===== src/rtl/avl_sample_fifo_slave_if.sv =====
`default_nettype none
// ============================================================================
// Module      : avl_sample_fifo_slave_if
// Description : Avalon-MM bus bundle between software initiator and the
//               sample FIFO responder.
// Revision    : 1.0 - initial release
// ============================================================================
interface avl_sample_fifo_slave_if;
  logic [13:0] avl_address_i;
  logic [3:0]  avl_byteenable_i;
  logic        avl_write_i;
  logic [15:0] avl_writedata_i;
  logic        avl_read_i;
  logic        avl_readdatavalid_o;
  logic [15:0] avl_readdata_o;
  logic        avl_waitrequest_o;
  logic        avl_irq_o;

  modport slave (
    input  avl_address_i, avl_byteenable_i, avl_write_i, avl_writedata_i, avl_read_i,
    output avl_readdatavalid_o, avl_readdata_o, avl_waitrequest_o, avl_irq_o
  );

  modport master (
    output avl_address_i, avl_byteenable_i, avl_write_i, avl_writedata_i, avl_read_i,
    input  avl_readdatavalid_o, avl_readdata_o, avl_waitrequest_o, avl_irq_o
  );
endinterface
`default_nettype wire


===== src/rtl/avl_sample_fifo_slave.sv =====
`default_nettype none
// ============================================================================
// Module      : avl_sample_fifo_slave
// Description : Avalon-MM responder capturing raw samples into a FIFO with
//               threshold/overflow IRQ. Optional macro AVL_SAMPLE_TIMESTAMP_EN
//               adds a per-entry 16-bit cycle timestamp readable at address 6.
// Revision    : 1.0 - initial release
// ============================================================================
module avl_sample_fifo_slave #(
  parameter int          FIFO_DEPTH = 64,
  parameter logic [15:0] ID_VALUE   = 16'h5F1F
) (
  input  logic                   avl_clk_i,
  input  logic                   avl_reset_i,
  avl_sample_fifo_slave_if.slave avl,
  input  logic [15:0]            sample_i,
  input  logic                   sample_valid_i
);
  localparam int            AW     = $clog2(FIFO_DEPTH);
  localparam int            LW     = AW + 1;
  localparam logic [LW-1:0] C_FULL = LW'(FIFO_DEPTH);

  typedef enum logic [0:0] {ST_INIT = 1'b0, ST_READY = 1'b1} state_t;

  state_t          state_q, state_d;
  logic [AW-1:0]   wr_ptr_q, wr_ptr_d, rd_ptr_q, rd_ptr_d;
  logic [LW-1:0]   count_q, count_d;
  logic            acq_en_q, acq_en_d, irq_en_q, irq_en_d;
  logic [15:0]     thresh_q, thresh_d;
  logic            ovf_q, ovf_d, unf_q, unf_d, pend_q, pend_d;
  logic            irq_q, irq_d, rvalid_q, rvalid_d;
  logic [15:0]     rdata_q, rdata_d;
  logic [15:0]     mem_q [FIFO_DEPTH];

  logic            wait_req, rd_acc, wr_acc, is_pop, pop_ok, push, drop, flush;
  logic            empty, full, crossing;
  logic [15:0]     ts_head, rd_mux;
  logic            unused_be;

  assign unused_be = ^avl.avl_byteenable_i[3:2];

  assign wait_req = (state_q == ST_INIT);
  assign empty    = (count_q == '0);
  assign full     = (count_q == C_FULL);

  // A simultaneous read wins; the write in that cycle is dropped.
  assign rd_acc = avl.avl_read_i & ~wait_req;
  assign wr_acc = avl.avl_write_i & ~avl.avl_read_i & ~wait_req;
  assign is_pop = rd_acc && (avl.avl_address_i == 14'd5);
  assign pop_ok = is_pop & ~empty;
  assign flush  = wr_acc && (avl.avl_address_i == 14'd1) && avl.avl_byteenable_i[0]
                  && avl.avl_writedata_i[2];
  assign push   = sample_valid_i & acq_en_q & (~full | pop_ok) & ~flush;
  assign drop   = sample_valid_i & acq_en_q & full & ~pop_ok & ~flush;

  always_comb begin
    state_d  = ST_READY;
    wr_ptr_d = wr_ptr_q;
    rd_ptr_d = rd_ptr_q;
    count_d  = count_q;
    acq_en_d = acq_en_q;
    irq_en_d = irq_en_q;
    thresh_d = thresh_q;
    ovf_d    = ovf_q;
    unf_d    = unf_q;
    pend_d   = pend_q;

    if (flush) begin
      wr_ptr_d = '0;
      rd_ptr_d = '0;
      count_d  = '0;
    end else begin
      if (push)   wr_ptr_d = wr_ptr_q + AW'(1);
      if (pop_ok) rd_ptr_d = rd_ptr_q + AW'(1);
      count_d = count_q + LW'(push) - LW'(pop_ok);
    end

    if (wr_acc) begin
      case (avl.avl_address_i)
        14'd1: if (avl.avl_byteenable_i[0]) begin
          acq_en_d = avl.avl_writedata_i[0];
          irq_en_d = avl.avl_writedata_i[1];
        end
        14'd2: if (avl.avl_byteenable_i[0]) begin
          if (avl.avl_writedata_i[3]) ovf_d  = 1'b0;
          if (avl.avl_writedata_i[4]) pend_d = 1'b0;
          if (avl.avl_writedata_i[5]) unf_d  = 1'b0;
        end
        14'd4: begin
          if (avl.avl_byteenable_i[0]) thresh_d[7:0]  = avl.avl_writedata_i[7:0];
          if (avl.avl_byteenable_i[1]) thresh_d[15:8] = avl.avl_writedata_i[15:8];
        end
        default: ;
      endcase
    end

    // New events take priority over a W1C clear landing in the same cycle.
    crossing = (thresh_q != 16'd0) && (16'(count_q) < thresh_q) && (16'(count_d) >= thresh_q);
    if (drop)              ovf_d  = 1'b1;
    if (is_pop && empty)   unf_d  = 1'b1;
    if (crossing || drop)  pend_d = 1'b1;

    irq_d = pend_d & irq_en_d;
  end

  always_comb begin
    rd_mux = 16'd0;
    case (avl.avl_address_i)
      14'd0:   rd_mux = ID_VALUE;
      14'd1:   rd_mux = {14'd0, irq_en_q, acq_en_q};
      14'd2:   rd_mux = {10'd0, unf_q, pend_q, ovf_q, full, empty, acq_en_q};
      14'd3:   rd_mux = 16'(count_q);
      14'd4:   rd_mux = thresh_q;
      14'd5:   rd_mux = empty ? 16'd0 : mem_q[rd_ptr_q];
      14'd6:   rd_mux = ts_head;
      default: rd_mux = 16'd0;
    endcase
    rvalid_d = rd_acc;
    rdata_d  = rd_acc ? rd_mux : rdata_q;
  end

  always_ff @(posedge avl_clk_i) begin
    if (avl_reset_i) begin
      state_q  <= ST_INIT;
      wr_ptr_q <= '0;
      rd_ptr_q <= '0;
      count_q  <= '0;
      acq_en_q <= 1'b0;
      irq_en_q <= 1'b0;
      thresh_q <= 16'd0;
      ovf_q    <= 1'b0;
      unf_q    <= 1'b0;
      pend_q   <= 1'b0;
      irq_q    <= 1'b0;
      rvalid_q <= 1'b0;
      rdata_q  <= 16'd0;
    end else begin
      state_q  <= state_d;
      wr_ptr_q <= wr_ptr_d;
      rd_ptr_q <= rd_ptr_d;
      count_q  <= count_d;
      acq_en_q <= acq_en_d;
      irq_en_q <= irq_en_d;
      thresh_q <= thresh_d;
      ovf_q    <= ovf_d;
      unf_q    <= unf_d;
      pend_q   <= pend_d;
      irq_q    <= irq_d;
      rvalid_q <= rvalid_d;
      rdata_q  <= rdata_d;
    end
  end

  always_ff @(posedge avl_clk_i) begin
    if (push) mem_q[wr_ptr_q] <= sample_i;
  end

`ifdef AVL_SAMPLE_TIMESTAMP_EN
  logic [15:0] ts_cnt_q, ts_cnt_d;
  logic [15:0] ts_mem_q [FIFO_DEPTH];

  assign ts_cnt_d = ts_cnt_q + 16'd1;
  assign ts_head  = empty ? 16'd0 : ts_mem_q[rd_ptr_q];

  always_ff @(posedge avl_clk_i) begin
    if (avl_reset_i) ts_cnt_q <= 16'd0;
    else             ts_cnt_q <= ts_cnt_d;
  end

  always_ff @(posedge avl_clk_i) begin
    if (push) ts_mem_q[wr_ptr_q] <= ts_cnt_q;
  end
`else
  assign ts_head = 16'd0;
`endif

  assign avl.avl_waitrequest_o   = wait_req;
  assign avl.avl_readdatavalid_o = rvalid_q;
  assign avl.avl_readdata_o      = rdata_q;
  assign avl.avl_irq_o           = irq_q;
endmodule
`default_nettype wire


===== src/flat_wrapper.sv =====
// flat-port wrapper written by rule: the top's interface ports become plain ports
module avl_sample_fifo_slave_flat 
#(
  parameter int          FIFO_DEPTH = 64,
  parameter logic [15:0] ID_VALUE   = 16'h5F1F
)
  (avl_clk_i, avl_reset_i, sample_i, sample_valid_i, avl_avl_address_i, avl_avl_byteenable_i, avl_avl_write_i, avl_avl_writedata_i, avl_avl_read_i, avl_avl_readdatavalid_o, avl_avl_readdata_o, avl_avl_waitrequest_o, avl_avl_irq_o);
  avl_sample_fifo_slave_if avl_i ();
  input  logic avl_clk_i;
  input  logic avl_reset_i;
  input  logic [15:0] sample_i;
  input  logic sample_valid_i;
  input wire logic [$bits(avl_i.avl_address_i)-1:0] avl_avl_address_i;
  input wire logic [$bits(avl_i.avl_byteenable_i)-1:0] avl_avl_byteenable_i;
  input wire logic [$bits(avl_i.avl_write_i)-1:0] avl_avl_write_i;
  input wire logic [$bits(avl_i.avl_writedata_i)-1:0] avl_avl_writedata_i;
  input wire logic [$bits(avl_i.avl_read_i)-1:0] avl_avl_read_i;
  output wire logic [$bits(avl_i.avl_readdatavalid_o)-1:0] avl_avl_readdatavalid_o;
  output wire logic [$bits(avl_i.avl_readdata_o)-1:0] avl_avl_readdata_o;
  output wire logic [$bits(avl_i.avl_waitrequest_o)-1:0] avl_avl_waitrequest_o;
  output wire logic [$bits(avl_i.avl_irq_o)-1:0] avl_avl_irq_o;
  assign avl_i.avl_address_i = avl_avl_address_i;
  assign avl_i.avl_byteenable_i = avl_avl_byteenable_i;
  assign avl_i.avl_write_i = avl_avl_write_i;
  assign avl_i.avl_writedata_i = avl_avl_writedata_i;
  assign avl_i.avl_read_i = avl_avl_read_i;
  assign avl_avl_readdatavalid_o = avl_i.avl_readdatavalid_o;
  assign avl_avl_readdata_o = avl_i.avl_readdata_o;
  assign avl_avl_waitrequest_o = avl_i.avl_waitrequest_o;
  assign avl_avl_irq_o = avl_i.avl_irq_o;
  avl_sample_fifo_slave #(.FIFO_DEPTH(FIFO_DEPTH), .ID_VALUE(ID_VALUE)) u_core (.avl_clk_i(avl_clk_i), .avl_reset_i(avl_reset_i), .avl(avl_i), .sample_i(sample_i), .sample_valid_i(sample_valid_i));
endmodule

===== config.mk =====
export PLATFORM = sky130hd
export DESIGN_NAME = avl_sample_fifo_slave_flat
export DESIGN_NICKNAME = d
export VERILOG_FILES = /design/src/rtl/avl_sample_fifo_slave_if.sv /design/src/rtl/avl_sample_fifo_slave.sv /design/src/flat_wrapper.sv
export SDC_FILE = /design/constraint.sdc
export NUM_CORES = 1
export LEC_CHECK = 0
export BUFFER_PORTS_ARGS = -buffer_cell sky130_fd_sc_hd__buf_2
export CAP_MARGIN = 20
export CORE_MARGIN = 2
export CORE_UTILIZATION = 50
export CTS_CLUSTER_DIAMETER = 80
export DETAILED_ROUTE_END_ITERATION = 8
export GPL_TIMING_DRIVEN = 1
export PLACE_DENSITY = 0.68
export SETUP_SLACK_MARGIN = 0.15
export SLEW_MARGIN = 20
export SYNTH_ARGS = -nofsm -noshare
export SYNTH_HDL_FRONTEND = slang
export SYNTH_SLANG_ARGS = --single-unit

===== constraint.sdc =====
create_clock -name avl_clk_i -period 14.5 [get_ports avl_clk_i]
set_input_delay 0.725 -clock avl_clk_i [delete_from_list [all_inputs] [get_ports avl_clk_i]]
set_output_delay 0.725 -clock avl_clk_i [all_outputs]
set_load 0.01 [all_outputs]

=== After elaboration in Yosys (flattened, before gate mapping) ===
Memories as Yosys holds them, arrays and structs flattened. A register that Yosys moved wholly into a read port is not among the register bits.
Index checks and enable logic that the tools add are counted.

* Flip-flop bits (word level): 59
* Bits in writable memories: 1,024
* Input port bits: 55
* Output and inout port bits: 19
* Logic and storage cells: 96
* Memories: 1

{| class="wikitable"
|+ Memory list
! name !! depth !! width !! read ports !! clocked after Yosys merged registers in !! write ports !! line !! text
|-
| u_core.mem_q || 64 || 16 || 1 || 1 || 1 || avl_sample_fifo_slave.sv:33 || <nowiki>logic [15:0] mem_q [FIFO_DEPTH];</nowiki>
|}

* Add/subtract/negate cells: 4
* Magnitude comparators: 2
* Equal/unequal tests: 6
* Muxes and demuxes: 26
* Bitwise logic cells: 18
* Reduce and logical (&&, ||, !) cells: 25

{| class="wikitable"
|+ Operator list
! cell !! count
|-
| case mux 16 bit (6 select lines) || 1
|-
| == test 14 x 2 -> 1 bit, second input constant || 2
|-
| == test 14 x 3 -> 1 bit, second input constant || 2
|-
| 2-to-1 mux 1 bit || 21
|-
| >= comparator 7 x 16 -> 1 bit || 1
|-
| < comparator 7 x 16 -> 1 bit || 1
|-
| 2-to-1 mux 16 bit || 1
|-
| nonzero test 16 bit || 1
|-
| nonzero test 2 bit || 8
|-
| == test 14 x 1 -> 1 bit, second input constant || 1
|-
| logical NOT 14 bit || 1
|-
| adder 6 x 1 -> 6 bit, second input constant || 2
|-
| 2-to-1 mux 6 bit || 2
|-
| bitwise AND 1 bit || 11
|-
| AND reduction 3 bit || 3
|-
| AND reduction 4 bit || 2
|-
| adder 7 x 1 -> 7 bit || 1
|-
| == test 7 bit, second input constant || 1
|-
| logical AND 1 bit || 7
|-
| logical NOT 7 bit || 1
|-
| 2-to-1 mux 7 bit || 1
|-
| subtractor 7 x 1 -> 7 bit || 1
|-
| NOT 1 bit || 6
|-
| OR reduction 2 bit || 1
|-
| 2 further kinds || 2
|}

=== Depth between registers and ports, before layout ===
Gate-level depths: netlist of run 1.

* Depth in word-level cells: 16
* Depth in mapped cells: 23
* Depth with buffers taken out: 23

=== Worst setup path after synthesis of run 1 ===
Ideal clock, no wire load.

* Path kind: input -> register
* Start point: input port avl_avl_address_i[5]
* End point: register u_core.irq_q, in the netlist u_core.avl.avl_irq_o
* Setup time: 123 ps
* Arrival: 5,013 ps
* Required time: 14,377 ps
* Setup slack: 9,364 ps
* Stages on the path: 22
* Cells stage by stage: or4_1 -> buf_2 -> or4_2 -> nor4_1 -> ha_1 -> inv_1 -> ha_1 -> inv_1 -> fa_1 -> nand2b_1 -> a21oi_1 -> o21ai_0 -> a21o_1 -> and3_1 -> nor3_1 -> ha_1 -> nand2_1 -> nor2_1 -> a211oi_1 -> o31a_1 -> a311o_1 -> a21boi_0

* Word-level cells in the longest chain between the ends: 14
* Elaborated cells between the ends (all ways): 27
* Those cells by class: add/sub: 2; order compare: 1; eq/ne: 3; mux: 6; bitwise: 9; reduce/logical: 6

{| class="wikitable"
|+ Ends and longest elaborated chain
! what !! line !! text
|-
| start: declaration || flat_wrapper.sv:13 || <nowiki>input wire logic [$bits(avl_i.avl_address_i)-1:0] avl_avl_address_i;</nowiki>
|-
| == test 14 x 3 -> 1 bit / == test 14 x 1 -> 1 bit (equally long branches) || avl_sample_fifo_slave.sv:49, avl_sample_fifo_slave.sv:51 ||
|-
| logical AND 1 bit, on equally long branches || avl_sample_fifo_slave.sv:49, avl_sample_fifo_slave.sv:51 ||
|-
| bitwise AND 1 bit / logical AND 1 bit (equally long branches) || avl_sample_fifo_slave.sv:50, avl_sample_fifo_slave.sv:51 ||
|-
| OR 1 bit / logical AND 1 bit (equally long branches) || avl_sample_fifo_slave.sv:53, avl_sample_fifo_slave.sv:52 ||
|-
| bitwise AND 1 bit / NOT 1 bit (equally long branches) || avl_sample_fifo_slave.sv:53 || <nowiki>assign push = sample_valid_i & acq_en_q & (~full | pop_ok) & ~flush;</nowiki>
|-
| bitwise AND 1 bit || avl_sample_fifo_slave.sv:53 ||
|-
| adder 7 x 1 -> 7 bit || avl_sample_fifo_slave.sv:75 || <nowiki>count_d = count_q + LW'(push) - LW'(pop_ok);</nowiki>
|-
| subtractor 7 x 1 -> 7 bit || avl_sample_fifo_slave.sv:75 ||
|-
| 2-to-1 mux 7 bit * || avl_sample_fifo_slave.sv:68 || <nowiki>if (flush) begin</nowiki>
|-
| named net u_core.count_d[6] || avl_sample_fifo_slave.sv:27 || <nowiki>logic [LW-1:0] count_q, count_d;</nowiki>
|-
| >= comparator 7 x 16 -> 1 bit * || avl_sample_fifo_slave.sv:98 || <nowiki>crossing = (thresh_q != 16'd0) && (16'(count_q) < thresh_q) && (16'(count_d) >= thresh_q);</nowiki>
|-
| logical AND 1 bit * || avl_sample_fifo_slave.sv:98 ||
|-
| logical OR 1 bit * || avl_sample_fifo_slave.sv:101 || <nowiki>if (crossing || drop) pend_d = 1'b1;</nowiki>
|-
| 2-to-1 mux 1 bit * || avl_sample_fifo_slave.sv:101 ||
|-
| bitwise AND 1 bit * || avl_sample_fifo_slave.sv:103 || <nowiki>irq_d = pend_d & irq_en_d;</nowiki>
|-
| end signal: assignment || avl_sample_fifo_slave.sv:148 || <nowiki>irq_q <= irq_d;</nowiki>
|-
| end: declaration || avl_sample_fifo_slave.sv:31 || <nowiki>logic irq_q, irq_d, rvalid_q, rvalid_d;</nowiki>
|}

The timed path passes the listed nets; every way through them passes the cells marked *.
A chain may end at the register's enable or synchronous reset.

=== Worst setup path after layout of run 1 ===
* Start point: input port avl_avl_address_i[5]
* End point: register u_core.pend_q

* Word-level cells in the longest chain between the ends: 13
* Elaborated cells between the ends (all ways): 24
* Those cells by class: add/sub: 2; order compare: 1; eq/ne: 3; mux: 4; bitwise: 8; reduce/logical: 6

{| class="wikitable"
|+ Ends and longest elaborated chain
! what !! line !! text
|-
| == test 14 x 3 -> 1 bit / == test 14 x 1 -> 1 bit (equally long branches) || avl_sample_fifo_slave.sv:49, avl_sample_fifo_slave.sv:51 ||
|-
| logical AND 1 bit, on equally long branches || avl_sample_fifo_slave.sv:49, avl_sample_fifo_slave.sv:51 ||
|-
| bitwise AND 1 bit / logical AND 1 bit (equally long branches) || avl_sample_fifo_slave.sv:50, avl_sample_fifo_slave.sv:51 ||
|-
| OR 1 bit / logical AND 1 bit (equally long branches) || avl_sample_fifo_slave.sv:53, avl_sample_fifo_slave.sv:52 ||
|-
| bitwise AND 1 bit / NOT 1 bit (equally long branches) || avl_sample_fifo_slave.sv:53 ||
|-
| bitwise AND 1 bit || avl_sample_fifo_slave.sv:53 ||
|-
| adder 7 x 1 -> 7 bit || avl_sample_fifo_slave.sv:75 ||
|-
| subtractor 7 x 1 -> 7 bit || avl_sample_fifo_slave.sv:75 ||
|-
| 2-to-1 mux 7 bit * || avl_sample_fifo_slave.sv:68 ||
|-
| named net u_core.count_d[6] || avl_sample_fifo_slave.sv:27 ||
|-
| >= comparator 7 x 16 -> 1 bit * || avl_sample_fifo_slave.sv:98 ||
|-
| logical AND 1 bit * || avl_sample_fifo_slave.sv:98 ||
|-
| logical OR 1 bit * || avl_sample_fifo_slave.sv:101 ||
|-
| 2-to-1 mux 1 bit * || avl_sample_fifo_slave.sv:101 ||
|-
| end signal: assignment || avl_sample_fifo_slave.sv:147 || <nowiki>pend_q <= pend_d;</nowiki>
|-
| end: declaration || avl_sample_fifo_slave.sv:30 || <nowiki>logic ovf_q, ovf_d, unf_q, unf_d, pend_q, pend_d;</nowiki>
|}

Marked as above.

==> summary.txt, run 1 <==
Run status
  • Status: finished, final reports clean

Floorplanning
  • Die Span X: 296 um
  • Core area: 84,700 um2
  • Initial Utilization: 50.2%
  • Rows: 107
  • Die area: 87,500 um2
  • Die Ht: 296 um
  • I/O pin count: 74

STA
  • Tmin final: 5.42 ns
  • Final hold violations: 0
  • Slew Viols, Final: 0
  • Slew @ Worst Pin: 1.05 ns
  • Final setup TNS: 0 ns
  • RSZ-0062 raised after global routing: no
  • Clock Skew: 0.0191 ns
  • Period utilization: 37.4%
  • Endpoints failing setup: 0
  • Slew headroom: 30.1%
  • Max frequency: 0.184 GHz

Detailed routing
  • Antenna-violating nets left: 0
  • WL final: 99,300 um
  • Wire per inst: 28.9 um
  • Via density: 6.11
  • Via Count: 21,000
  • DR pass1 iterations: 5
  • Starting DRT DRC Count: 2,440
  • DR DRC count: 0

Cells and area
  • Final core occ: 56.6%
  • Fin area: 48,000 um2
  • Area delta synth->final: 12.7%
  • Non-Filler Instances: 3,433
  • Fill cells: 6,182
  • Nets: 2,288
  • Share of layout cells above drive strength 1: 27.1%

Clock network
  • CTS Sinks: 1,089
  • Post-CTS sizing: 0
  • CTS tree: built
  • H-tree levels: 3
  • Clk buf depth: 3
  • CTS hold repair buffers: 0
  • Root Buffer Master: clkbuf_16
  • Post-CTS setup buffers: 0
  • Clk Latency, worst-skew pair: 0.68 ns
  • CTS Buf Count: 104
  • CTS clk-pin slew, worst paths: 0.06 ns

GRT
  • Vias in the first global route: 21,200
  • GRT Util Overall: 23.0%
  • Global route overflow: 0
  • Global-route wire length before repair: 144,000 um
  • Maximum number of pins on one net before global-route repair: 94
  • Initial antenna violation count: 7

Placed design
  • Routability-driven placement congestion ratio: 0.898
  • Area post-placement: 44,500 um2
  • Port Buffers: 71
  • DP Cell Count: 3,245
  • DP HPWL: 57,100 um

Logic synthesis
  • Synth area leader: edfxtp_1
  • Main synth FF type: edfxtp_1
  • Post-synth EDFFs: 1,024
  • Post-Synthesis Cells: 2,061
  • Syn_nets: 2,141
  • Netlist cell types: 65
  • Synthesized area: 42,600 um2
  • Count of state elements after synthesis: 1,089
  • Syn Area/Cell: 20.7 um2
  • Top-count cell post-synth: edfxtp_1
  • Sequential share of the synthesized area: 75.3%
  • Number of synthesis warnings: 0
  • Synth top area cells: edfxtp_1 (72%), mux4_2 (15%), dfxtp_1 (3.1%), nor2_1 (0.96%), a22oi_1 (0.74%)
  • Post-synth top area share: 72.2%
  • Commonest cells in the netlist: edfxtp_1 (1,024), mux4_2 (289), nor2_1 (109), nand2_1 (67), dfxtp_1 (65)
  • Asr flop ratio synth: 0%

Setup path
  • Max incr delay on CP: 0.69 ns
  • Crit path launch type: input pin
  • Worst EP arrival: 5.94 ns
  • Critical Path End Type: register
  • Critical path class: input pin to register
  • WP data required: 15.02 ns
  • Critical-path cell list: buf_2 -> or4_1 -> or4_4 -> o211ai_1 -> nand3_1 -> inv_1 -> ha_1 -> inv_1 -> fa_1 -> nand2b_1 -> a21oi_1 -> o21ai_0 -> a21o_1 -> and3_1 -> nor3_1 -> ha_1 -> nand2_1 -> nor2_1 -> a211oi_1 -> o31a_1 -> a311o_1 -> a21oi_1
  • Slowest cell on crit path: or4_1
  • Crit-path max FO: 8

Pwr
  • Power density over the cells: 129 nW/um2
  • Final Total Pwr: 0.00617 W
  • VDD IR-drop max: 0.0900 mV
  • Leakage: 14.6 nW

Hold path
  • HP Class: input pin to register

Run
  • Max-cap viol count: 0
through the flow:
stage	worst slack [ns]	hold WS, ns
after floorplan	9.36	0.445
after global placement	8.60	0.459
after detailed placement	8.52	0.471
after CTS	9.12	0.267
after global routing	8.62	0.295
final	9.08	0.283
worst max-delay path, delay by kind of cell:
| family | cells | cell delay (ns) |
|---|---|---|
| fa+ha+maj | 3 | 0.94 |
| buf+inv | 3 | 0.51 |
| compound gates | 8 | 1.46 |
| simple gates | 8 | 2.31 |
where the power goes:
group | switching (W) | total, W | internal [W]
combinational | 0.0000575 | 0.0000665 | 0.00000904
clock | 0.00116 | 0.00267 | 0.00152
sequential | 0.000000255 | 0.00343 | 0.00343
cells by family (layout without fill, tap and decap cells):
kind of cell    after synthesis  after routing  synth area share (%)
mux                         316            316                  15.9
flops                      1089           1089                  75.3
simple gates                309            309                  3.60
compound gates              167            167                  2.73
buf+inv                     140            366                  1.37
other cells                   0              2                     0
xor+xnor                     15             15                 0.326
fa+ha+maj                    25             25                 0.752
registers in the layout, indices dropped and copies added (netlist names), named ones only:
register	count
u_core.avl.avl_readdatavalid_o	1
u_core.irq_en_q	1
u_core.unf_q	1
u_core.rd_ptr_q	6
u_core.mem_q	1024
u_core.ovf_q	1
u_core.count_q	7
u_core.acq_en_q	1
u_core.state_q	1
u_core.pend_q	1
u_core.thresh_q	16
u_core.avl.avl_readdata_o	16
u_core.wr_ptr_q	6
u_core.avl.avl_irq_o	1
layout by cell type (no fill, tap or decap), types with 4 or more instances in the layout:
cell,Yosys,layout
buf_4,1,87
ha_1,24,24
dfxtp_4,0,4
and2_1,5,5
nand3_1,10,10
a211oi_1,12,12
inv_1,31,31
nor2_4,0,8
clkbuf_1,54,20
a22oi_1,42,42
mux2i_1,22,22
a22o_1,4,4
nand4_1,10,10
a221oi_1,22,22
or3_1,8,8
mux2_2,5,5
a21o_1,4,4
clkbuf_16,0,104
bufinv_16,0,11
dfxtp_1,65,61
o211ai_1,4,4
nor2_2,3,5
nor2_1,109,99
a21oi_1,46,46
nand2_1,67,67
nor3_1,15,13
and3_1,7,7
nand2b_1,10,10
clkinv_1,0,22
edfxtp_1,1024,1024
nor4_1,9,9
xor2_1,8,8
nor2b_1,27,25
buf_2,36,61
o21ai_0,13,13
xnor2_1,6,6
mux4_2,289,289
clkinv_2,0,16
nand3b_1,5,5
layer usage:
layer  wire length, um  track usage [%]
met1             40000             32.7
met2             46900             35.8
met3              9400             5.23
met4              2900             7.64
met5                54                0
worst paths after layout:
check	start	to	slack, ns	cells past startpoint
max	avl_avl_address_i[5]	u_core.pend_q	9.08	22
min	avl_avl_writedata_i[15]	u_core.thresh_q[15]	0.28	3
max reg2reg	register	u_core.avl.avl_readdata_o[6]	9.19	9
min reg2reg	u_core.unf_q	u_core.unf_q	0.49	2
layout make-up:
| type | count | area, um2 | area share, % |
|---|---|---|---|
| sequential | 1089 | 32100 | 66.8 |
| multi-input combinational | 832 | 10000 | 20.9 |
| clock buffer | 124 | 2680 | 5.58 |
| tap | 1144 | 1430 | 2.98 |
| timing repair buffer | 150 | 993 | 2.07 |
| clock inverter | 61 | 663 | 1.38 |
| inverter | 31 | 116 | 0.243 |
| antenna | 2 | 5.00 | 0.0104 |
No activity file was read; power rests on OpenSTA's default activity.
==> run 2: changes to the inputs <==
==> constraint.sdc (replaced) <==
create_clock -name avl_clk_i -period 5.62 [get_ports avl_clk_i]
set_input_delay 0.281 -clock avl_clk_i [delete_from_list [all_inputs] [get_ports avl_clk_i]]
set_output_delay 0.281 -clock avl_clk_i [all_outputs]
set_load 0.01 [all_outputs]
==> summary.txt, run 2 (synthesis gave the netlist of run 1 again) <==
Run status
  • Status: finished, final reports clean

Cells and area
  • Share of layout cells above drive strength 1: 27.2%
  • Ant diodes: 0
  • Area delta synth->final: 13.2%
  • Nets: 2,312
  • Max reg flops: 1,024
  • Most common library cell in the layout ignoring fill and taps: edfxtp_1
  • Most frequent cells in the layout: edfxtp_1 (1,024), mux4_2 (289), clkbuf_16 (111), nor2_1 (99), buf_4 (86)
  • Most flops, register: u_core.mem_q

GRT
  • Routing usage on met2: 36.8%
  • Met1 usage: 34.0%
  • GRT Util Overall: 23.2%
  • Global-route wire length before repair: 146,000 um
  • Initial antenna violation count: 3
  • Maximum number of pins on one net before global-route repair: 92
  • GR peak layer: met2
  • Grt met3 use: 3.74%
  • Vias in the first global route: 21,300
  • Global route overflow: 0

Setup path
  • Critical-path cell list: buf_2 -> or4_1 -> or4_2 -> nor4_1 -> ha_1 -> inv_1 -> ha_1 -> inv_1 -> fa_1 -> nand2b_1 -> a21oi_1 -> o21ai_0 -> a21o_1 -> and3_1 -> nor3_1 -> ha_1 -> nand2_1 -> nor2_1 -> a211oi_1 -> o31a_1 -> a311o_1 -> a21oi_1
  • WP buf/inv: 3
  • CP dominant cell by count: ha_1
  • Max incr delay on CP: 0.70 ns
  • Family with the most delay on the worst path: simple AND/OR/NAND/NOR gates
  • Crit-path max FO: 6
  • Critical path class: input pin to register
  • WP data required: 6.13 ns
  • Crit path launch type: input pin
  • Slowest cell on crit path: or4_2
  • Worst EP arrival: 5.13 ns
  • Critical Path End Type: register

Placed design
  • Port Buffers: 71
  • DP HPWL: 58,000 um
  • Routability-driven placement congestion ratio: 0.885

STA
  • Slew headroom: 26.7%
  • Endpoints failing setup: 0
  • Max frequency: 0.217 GHz
  • RSZ-0062 raised after global routing: no
  • Final setup TNS: 0 ns
  • Slew @ Worst Pin: 1.10 ns
  • Slew Viols, Final: 0
  • Worst hold slack: 0.109 ns
  • Final hold violations: 0
  • Period utilization: 82.1%
  • Tmin final: 4.62 ns
  • Clock Skew: 0.0256 ns

Floorplanning
  • Die Ht: 296 um
  • Core area: 84,700 um2
  • Rows: 107
  • Die Span X: 296 um
  • Die area: 87,500 um2
  • Initial Utilization: 50.2%
  • I/O pin count: 74

Clock network
  • Clk Latency, worst-skew pair: 0.67 ns
  • H-tree levels: 3
  • CTS Buf Count: 107
  • CTS hold repair buffers: 16
  • CTS tree: built
  • Post-CTS setup buffers: 0
  • Root Buffer Master: clkbuf_16
  • CTS Sinks: 1,089
  • CTS clk-pin slew, worst paths: 0.06 ns
  • Clk buf depth: 3
  • Post-CTS sizing: 0

Pwr
  • Power density over the cells: 332 nW/um2
  • Leakage: 14.8 nW
  • VDD IR-drop max: 0.241 mV
  • Final Total Pwr: 0.0160 W

Detailed routing
  • DR DRC count: 0
  • Via density: 6.18
  • Antenna-violating nets left: 0
  • Wire per inst: 28.9 um
  • Via Count: 21,400
  • WL final: 100,000 um
  • DR pass1 iterations: 6
  • Starting DRT DRC Count: 2,623

Run
  • Max-cap viol count: 0

Hold path
  • HP Class: input pin to register
[run 2: power by group]
group          internal [W]  switching (W)  leakage, nW
clock network       0.00396        0.00298         1.65
logic             0.0000317       0.000152         3.38
registers           0.00886    0.000000429         9.73
[run 2: cell type report]
| type | count | area, um2 |
|---|---|---|
| repair buffers | 171 | 1230 |
| flip-flops and latches | 1089 | 32100 |
| inverters | 31 | 116 |
| multi-input cells | 832 | 9990 |
| clock buffers | 131 | 2850 |
| clock inverters | 61 | 529 |
| fillers | 6092 | 36500 |
| well taps | 1144 | 1430 |
[run 2: stage by stage]
stage | std cells | setup slack (ns) | cell area, um2 | utilization (%)
floorplan | 2061 | 0.928 | 42600 | -
global placement | 3251 | 0.353 | 44600 | 52.7
detailed placement | 3251 | 0.326 | 44600 | 52.7
global route | 3459 | 0.676 | 48200 | 56.9
finish | 3459 | 1.00 | 48200 | 56.9
CTS | 3459 | 1.01 | 48200 | 56.9
[run 2: worst paths after layout]
kind | depth (start not counted) | slack (ns) | from | to
worst max-delay path | 22 | 1.00 | avl_avl_address_i[5] | u_core.pend_q
worst min-delay path | 5 | 0.11 | avl_avl_byteenable_i[0] | u_core.thresh_q[0]
worst max register to register | 23 | 1.14 | u_core.count_q[5] | u_core.pend_q
worst min register to register | 2 | 0.48 | u_core.unf_q | u_core.unf_q
[run 2: metal layers]
layer | routed length (um) | share of wire [%] | vias to the layer above
li1 | - | - | 8903
met4 | 2180 | 2.2 | 4
met5 | 26 | 0.026 | -
met3 | 8360 | 8.4 | 161
met1 | 41300 | 41 | 11400
met2 | 48200 | 48 | 941
[run 2: tightest hold or removal path, stage by stage]
cell,delay (ns)
buf_2,0.10
nand2_1,0.06
nor2_1,0.13
nand2_1,0.11
a21oi_1,0.05
